## src/rtl/reg_pipe_pkg.sv

```systemverilog
// Shared constants and helpers for the reg_pipe retiming pipeline.
package reg_pipe_pkg;

    localparam int unsigned DEF_DATAWIDTH = 8;
    localparam int unsigned DEF_DEPTH     = 2;

    // Width needed to count 0..depth valid stages.
    function automatic int unsigned occ_w(input int unsigned depth);
        return $clog2(depth + 1);
    endfunction

endpackage

```

## src/rtl/reg_pipe_stage.sv

```systemverilog
// One valid+data register stage of reg_pipe; data only captured with a valid word.
module reg_pipe_stage
    import reg_pipe_pkg::*;
#(
    parameter int unsigned DATAWIDTH = DEF_DATAWIDTH
) (
    input  logic                 clk_i,
    input  logic                 rst_ni,
    input  logic                 clr_i,
    input  logic                 ld_i,
    input  logic                 valid_i,
    input  logic [DATAWIDTH-1:0] data_i,
    output logic                 valid_o,
    output logic [DATAWIDTH-1:0] data_o
);

    logic                 v_q;
    logic                 v_d;
    logic [DATAWIDTH-1:0] d_q;
    logic [DATAWIDTH-1:0] d_d;

    // Clear drops the valid bit but leaves data untouched so out_data stays put.
    always_comb begin
        v_d = v_q;
        d_d = d_q;
        if (clr_i) begin
            v_d = 1'b0;
        end else if (ld_i) begin
            v_d = valid_i;
            if (valid_i) begin
                d_d = data_i;
            end
        end
    end

    always_ff @(posedge clk_i) begin
        if (!rst_ni) begin
            v_q <= 1'b0;
            d_q <= '0;
        end else begin
            v_q <= v_d;
            d_q <= d_d;
        end
    end

    assign valid_o = v_q;
    assign data_o  = d_q;

endmodule

```

## src/rtl/reg_pipe.sv

```systemverilog
// DEPTH-stage valid/ready pipeline register with bubble collapsing and flush.
// Define REG_PIPE_OCC_EN to enable the registered occupancy counter.
module reg_pipe
    import reg_pipe_pkg::*;
#(
    parameter  int unsigned DATAWIDTH = DEF_DATAWIDTH,
    parameter  int unsigned DEPTH     = DEF_DEPTH,
    localparam int unsigned OCC_W     = occ_w(DEPTH)
) (
    input  logic                 Clk,
    input  logic                 Rst,
    input  logic                 flush,
    input  logic                 in_valid,
    output logic                 in_ready,
    input  logic [DATAWIDTH-1:0] in_data,
    output logic                 out_valid,
    input  logic                 out_ready,
    output logic [DATAWIDTH-1:0] out_data,
    output logic [OCC_W-1:0]     occupancy
);

    logic [DEPTH-1:0]     v;
    logic [DEPTH-1:0]     rdy;
    logic [DATAWIDTH-1:0] d [DEPTH];

    // A stage can load if it is empty or the stage ahead of it is moving.
    always_comb begin : ready_chain
        logic r;
        rdy = '0;
        r   = !v[DEPTH-1] | out_ready;
        rdy[DEPTH-1] = r;
        for (int i = int'(DEPTH) - 2; i >= 0; i--) begin
            r      = !v[i] | r;
            rdy[i] = r;
        end
    end

    for (genvar g = 0; g < int'(DEPTH); g++) begin : g_stage
        logic                 vin;
        logic [DATAWIDTH-1:0] din;

        if (g == 0) begin : g_head
            assign vin = in_valid;
            assign din = in_data;
        end else begin : g_body
            assign vin = v[g-1];
            assign din = d[g-1];
        end

        reg_pipe_stage #(
            .DATAWIDTH(DATAWIDTH)
        ) u_stage (
            .clk_i  (Clk),
            .rst_ni (Rst),
            .clr_i  (flush),
            .ld_i   (rdy[g]),
            .valid_i(vin),
            .data_i (din),
            .valid_o(v[g]),
            .data_o (d[g])
        );
    end

    assign in_ready  = rdy[0] & ~flush;
    assign out_valid = v[DEPTH-1];
    assign out_data  = d[DEPTH-1];

`ifdef REG_PIPE_OCC_EN
    logic [OCC_W-1:0] occ_q;
    logic [OCC_W-1:0] occ_d;
    logic             push;
    logic             pop;

    // Words only enter at the head and leave at the tail, so a +/- count tracks popcount(v).
    always_comb begin
        push  = in_valid & in_ready;
        pop   = out_valid & out_ready;
        occ_d = occ_q + OCC_W'(push) - OCC_W'(pop);
        if (flush) begin
            occ_d = '0;
        end
    end

    always_ff @(posedge Clk) begin
        if (!Rst) begin
            occ_q <= '0;
        end else begin
            occ_q <= occ_d;
        end
    end

    assign occupancy = occ_q;
`else
    assign occupancy = '0;
`endif

endmodule

```

## config.mk

```make
export PLATFORM = sky130hd
export DESIGN_NAME = reg_pipe
export DESIGN_NICKNAME = d
export VERILOG_FILES = /design/src/rtl/reg_pipe_pkg.sv /design/src/rtl/reg_pipe_stage.sv /design/src/rtl/reg_pipe.sv
export SDC_FILE = /design/constraint.sdc
export NUM_CORES = 1
export LEC_CHECK = 0
export CORE_UTILIZATION = 40
export DETAILED_ROUTE_END_ITERATION = 10
export GPL_TIMING_DRIVEN = 0
export PLACE_DENSITY = 0.75
export SETUP_SLACK_MARGIN = 0.5
export SLEW_MARGIN = 20
export SYNTH_ARGS = -nofsm -noshare
export SYNTH_HDL_FRONTEND = slang
export SYNTH_SLANG_ARGS = --single-unit
```

## constraint.sdc

```tcl
create_clock -name Clk -period 1 [get_ports Clk]
set_input_delay 0.2 -clock Clk [delete_from_list [all_inputs] [get_ports Clk]]
set_output_delay 0.2 -clock Clk [all_outputs]
set_load 0.02 [all_outputs]
```

==> results.md <==
- Crit path required time: 800 ps
- Cts hold-fix bufs: 0
- Drt total wl: 1904 µm
- Slew Viols, Final: 0
- Dpl cells: 134
- DRT iter0 DRCs: 14
- Flop2flop setup slack: -270 ps
- Min-delay src: in_data[1]
- Capture point of the worst reg-to-reg path: g_stage[0].u_stage.data_o[7]
- CTS root buffer: clkbuf_4
- Critical Path Source: g_stage[1].u_stage.valid_o
- Area share of and/or/nand/nor cells after synthesis: 0.2105
- Min-Delay Endpoint: g_stage[0].u_stage.data_o[1]
- Row cnt: 15
- Worst Path Max Fanout: 2
- Num CTS Buffers: 3
- Fraction of the mapped netlist area in adder cells: 0
- Failing checks: setup timing
- Max Cap Viol: 0
- Syn-to-layout area delta: 69.38%
- Top delay family on crit path: flip-flops
- Clk slew on worst S/H paths: around 100 ps
- Syn Area/Cell: ~9.1 µm²
- Core Area: about 0.0018 mm²
- CP max stage cell: dfxtp_2
- Clock tree from TritonCTS: done
- Pin count of the biggest net entering global routing: 11
- Worst path most repeated cell: buf_6
- Hold path cells: 3
- Data arrival time of the worst path: 1110 ps
- GR Overflow Total: 0
- Final Total Pwr: ~1300 µW
- Synthesis-stage register bit count: 18
- Tcrit/Tclk final: 1.312
- Max stage delay on crit path: about 340 ps
- Crit path cell chain: nor2b_4 > buf_6 > a21oi_4 > buf_6
- DR pass1 iterations: 4
- Via/cell ratio: between 4 and 5
- Worst IR Drop VDD: around 0.73 mV
- Via count: around 750
- PwrDens: 988.7 mW/mm²
- First-pass GRT wire length: 2849 µm
- I/O pins: 25
- DR WL/cell: approximately 13 µm
- Post-layout min period: approximately 1300 ps
- Seq/Total Area, Yosys: 0.4593
- Residual DRC: 0
- H-tree depth: 1
- Synth Area in Compound Gates: 0.1611
- CP endpoint kind: primary output
- Initial core utilization: 0.4400
- Total leakage power: between 0.0005 and 0.0006 µW
- Fin worst setup slack: -311.5 ps
- Hold Fails Final Rpt: 0
- ANT nets after route: 0
- F_max: 762.5 MHz
- GRT Total Usage: 0.1955
- Hold crit path type: primary input to register
- Chip width: roughly 46 µm
- Outcome: finished, violations left
- Mapped Area: roughly 800 µm²
- Maximum clock path buffer count: 2
- Gpl congestion: between 0.6 and 0.7
- Vias in the first global route: around 640
- Fin cells: ~150
- Worst R2R Path Depth: 6
- Reg-to-Reg Start: g_stage[1].u_stage.valid_o
- Share of layout cells above drive strength 1: 0.4724
- Commonest non-fill, non-tap cell in the layout: buf_6
- Clk sinks: 18
- Mux contribution to synthesized area: 0.1021
- Die ar.: around 0.0021 mm²
- Commonest non-fill, non-tap cells in the layout: buf_6 (18), nand2_1 (16), clkdlybuf4s50_1 (10), buf_4 (9), dfxtp_4 (9)
- Antenna violations before repair: 0
- Worst skew pair latency: roughly 300 ps
- Die Y: 46.29 µm
- Final setup fails: 20
- Yosys Warn Count: 0
- Layout Nets: 141
- RSZ-0062 raised after global routing: true
- Placement Setup Slack: -886.9 ps
- Antenna cells: 0
- Fin Clk Skew: 1.867 ps
- IO buf count: 22
- Synth cell types: 18
- Cells after synthesis: 86
- Setup CP Type: register to primary output
- Crit path launch type: register
- Crit path buf inv count: 2
- Largest family of logic cells by synthesized area: simple AND/OR/NAND/NOR gates
- Synth Area in XOR/XNOR: 0
## worst min-delay path, delay by kind of cell
kind,cells,cell delay (ps)
buffers and inverters,1,390
multiplexers,1,50
AND/OR/NAND/NOR,1,50
## how the worst max path moves through the flow
stage / cells past startpoint / slack (ps) / endpoint
4_1_cts: 4 / -310 / in_ready
6_report: 4 / -310 / in_ready
2_1_floorplan: 3 / -20 / g_stage[0].u_stage.data_o[0]
3_5_place_dp: 5 / -890 / in_ready
3_3_place_gp: 5 / -860 / in_ready
5_1_grt: 4 / -370 / in_ready
## registers in the layout, summed over array words and instances (netlist names)
register	flops
g_stage.u_stage.data_o	16
g_stage.u_stage.valid_o	2
## report_power, final
part           internal (µW)  switching [µW]
Combinational            117            86.5
Sequential               716            17.9
Clock                    146             230
Total                    979             335
## through the flow
step | hold slack, ps | area [µm²] | util | setup TNS (ps)
after floorplan | 316.1 | 842.1 | - | -292.0
after global placement | 443.7 | 1094 | 0.6133 | -9251
after detailed placement | 448.9 | 1094 | 0.6133 | -10070
after CTS | 441.4 | 1276 | 0.7158 | -3264
after global routing | 446.2 | 1329 | 0.7453 | -5566
final | 440.6 | 1329 | 0.7453 | -4506
## layer usage
| layer | share of wire | vias up | GRT usage | wire, µm |
|---|---|---|---|---|
| met5 | 0 | - | 0 | 0 |
| met4 | 0.033 | 0 | 0.1412 | 62 |
| met2 | 0.51 | 27 | 0.2958 | 970 |
| li1 | - | 368 | - | - |
| met1 | 0.43 | 344 | 0.2512 | 812 |
| met3 | 0.031 | 7 | 0.02745 | 59 |
## cell families after synthesis
| kind of cell | after synthesis |
|---|---|
| other cells | 1 |
| flops | 18 |
| buf+inv | 7 |
| simple gates | 33 |
| mux | 8 |
| compound gates | 19 |
## final cells by class
cell class                      instances  area [µm²]
Buffer                                  7       61.31
Clock buffer                            3       22.52
Clock inverter                          1       3.754
Fill cell                             125       454.2
Multi-Input combinational cell         62       444.2
Sequential cell                        18       395.4
Tap cell                               25       31.28
Timing Repair Buffer                   36       370.4
## Yosys cell counts
| cell | count | share of area |
|---|---|---|
| conb_1 | 1 | 0.0048 |
| mux2i_1 | 8 | 0.10 |
| nand2b_1 | 3 | 0.024 |
| buf_6 | 1 | 0.014 |
| nand2b_4 | 1 | 0.018 |
| a21boi_1 | 8 | 0.077 |
| clkbuf_4 | 1 | 0.0096 |
| o21ai_0 | 8 | 0.051 |
| nor2b_4 | 1 | 0.018 |
| nand2_1 | 16 | 0.077 |
| nand3_1 | 8 | 0.051 |
| buf_4 | 2 | 0.019 |
| buf_2 | 3 | 0.019 |
| dfxtp_1 | 18 | 0.46 |
| nor2_1 | 3 | 0.014 |
| a21oi_1 | 2 | 0.013 |
| and2b_1 | 1 | 0.0096 |
| a21oi_4 | 1 | 0.021 |
## timing repair
item,in CTS,in global routing
gates cloned,1,0
endpoints found under the setup margin,28,28
resized for setup,88,4
pin swaps,17,5
setup buffers,8,5
Power figures use the tool's default switching activity.
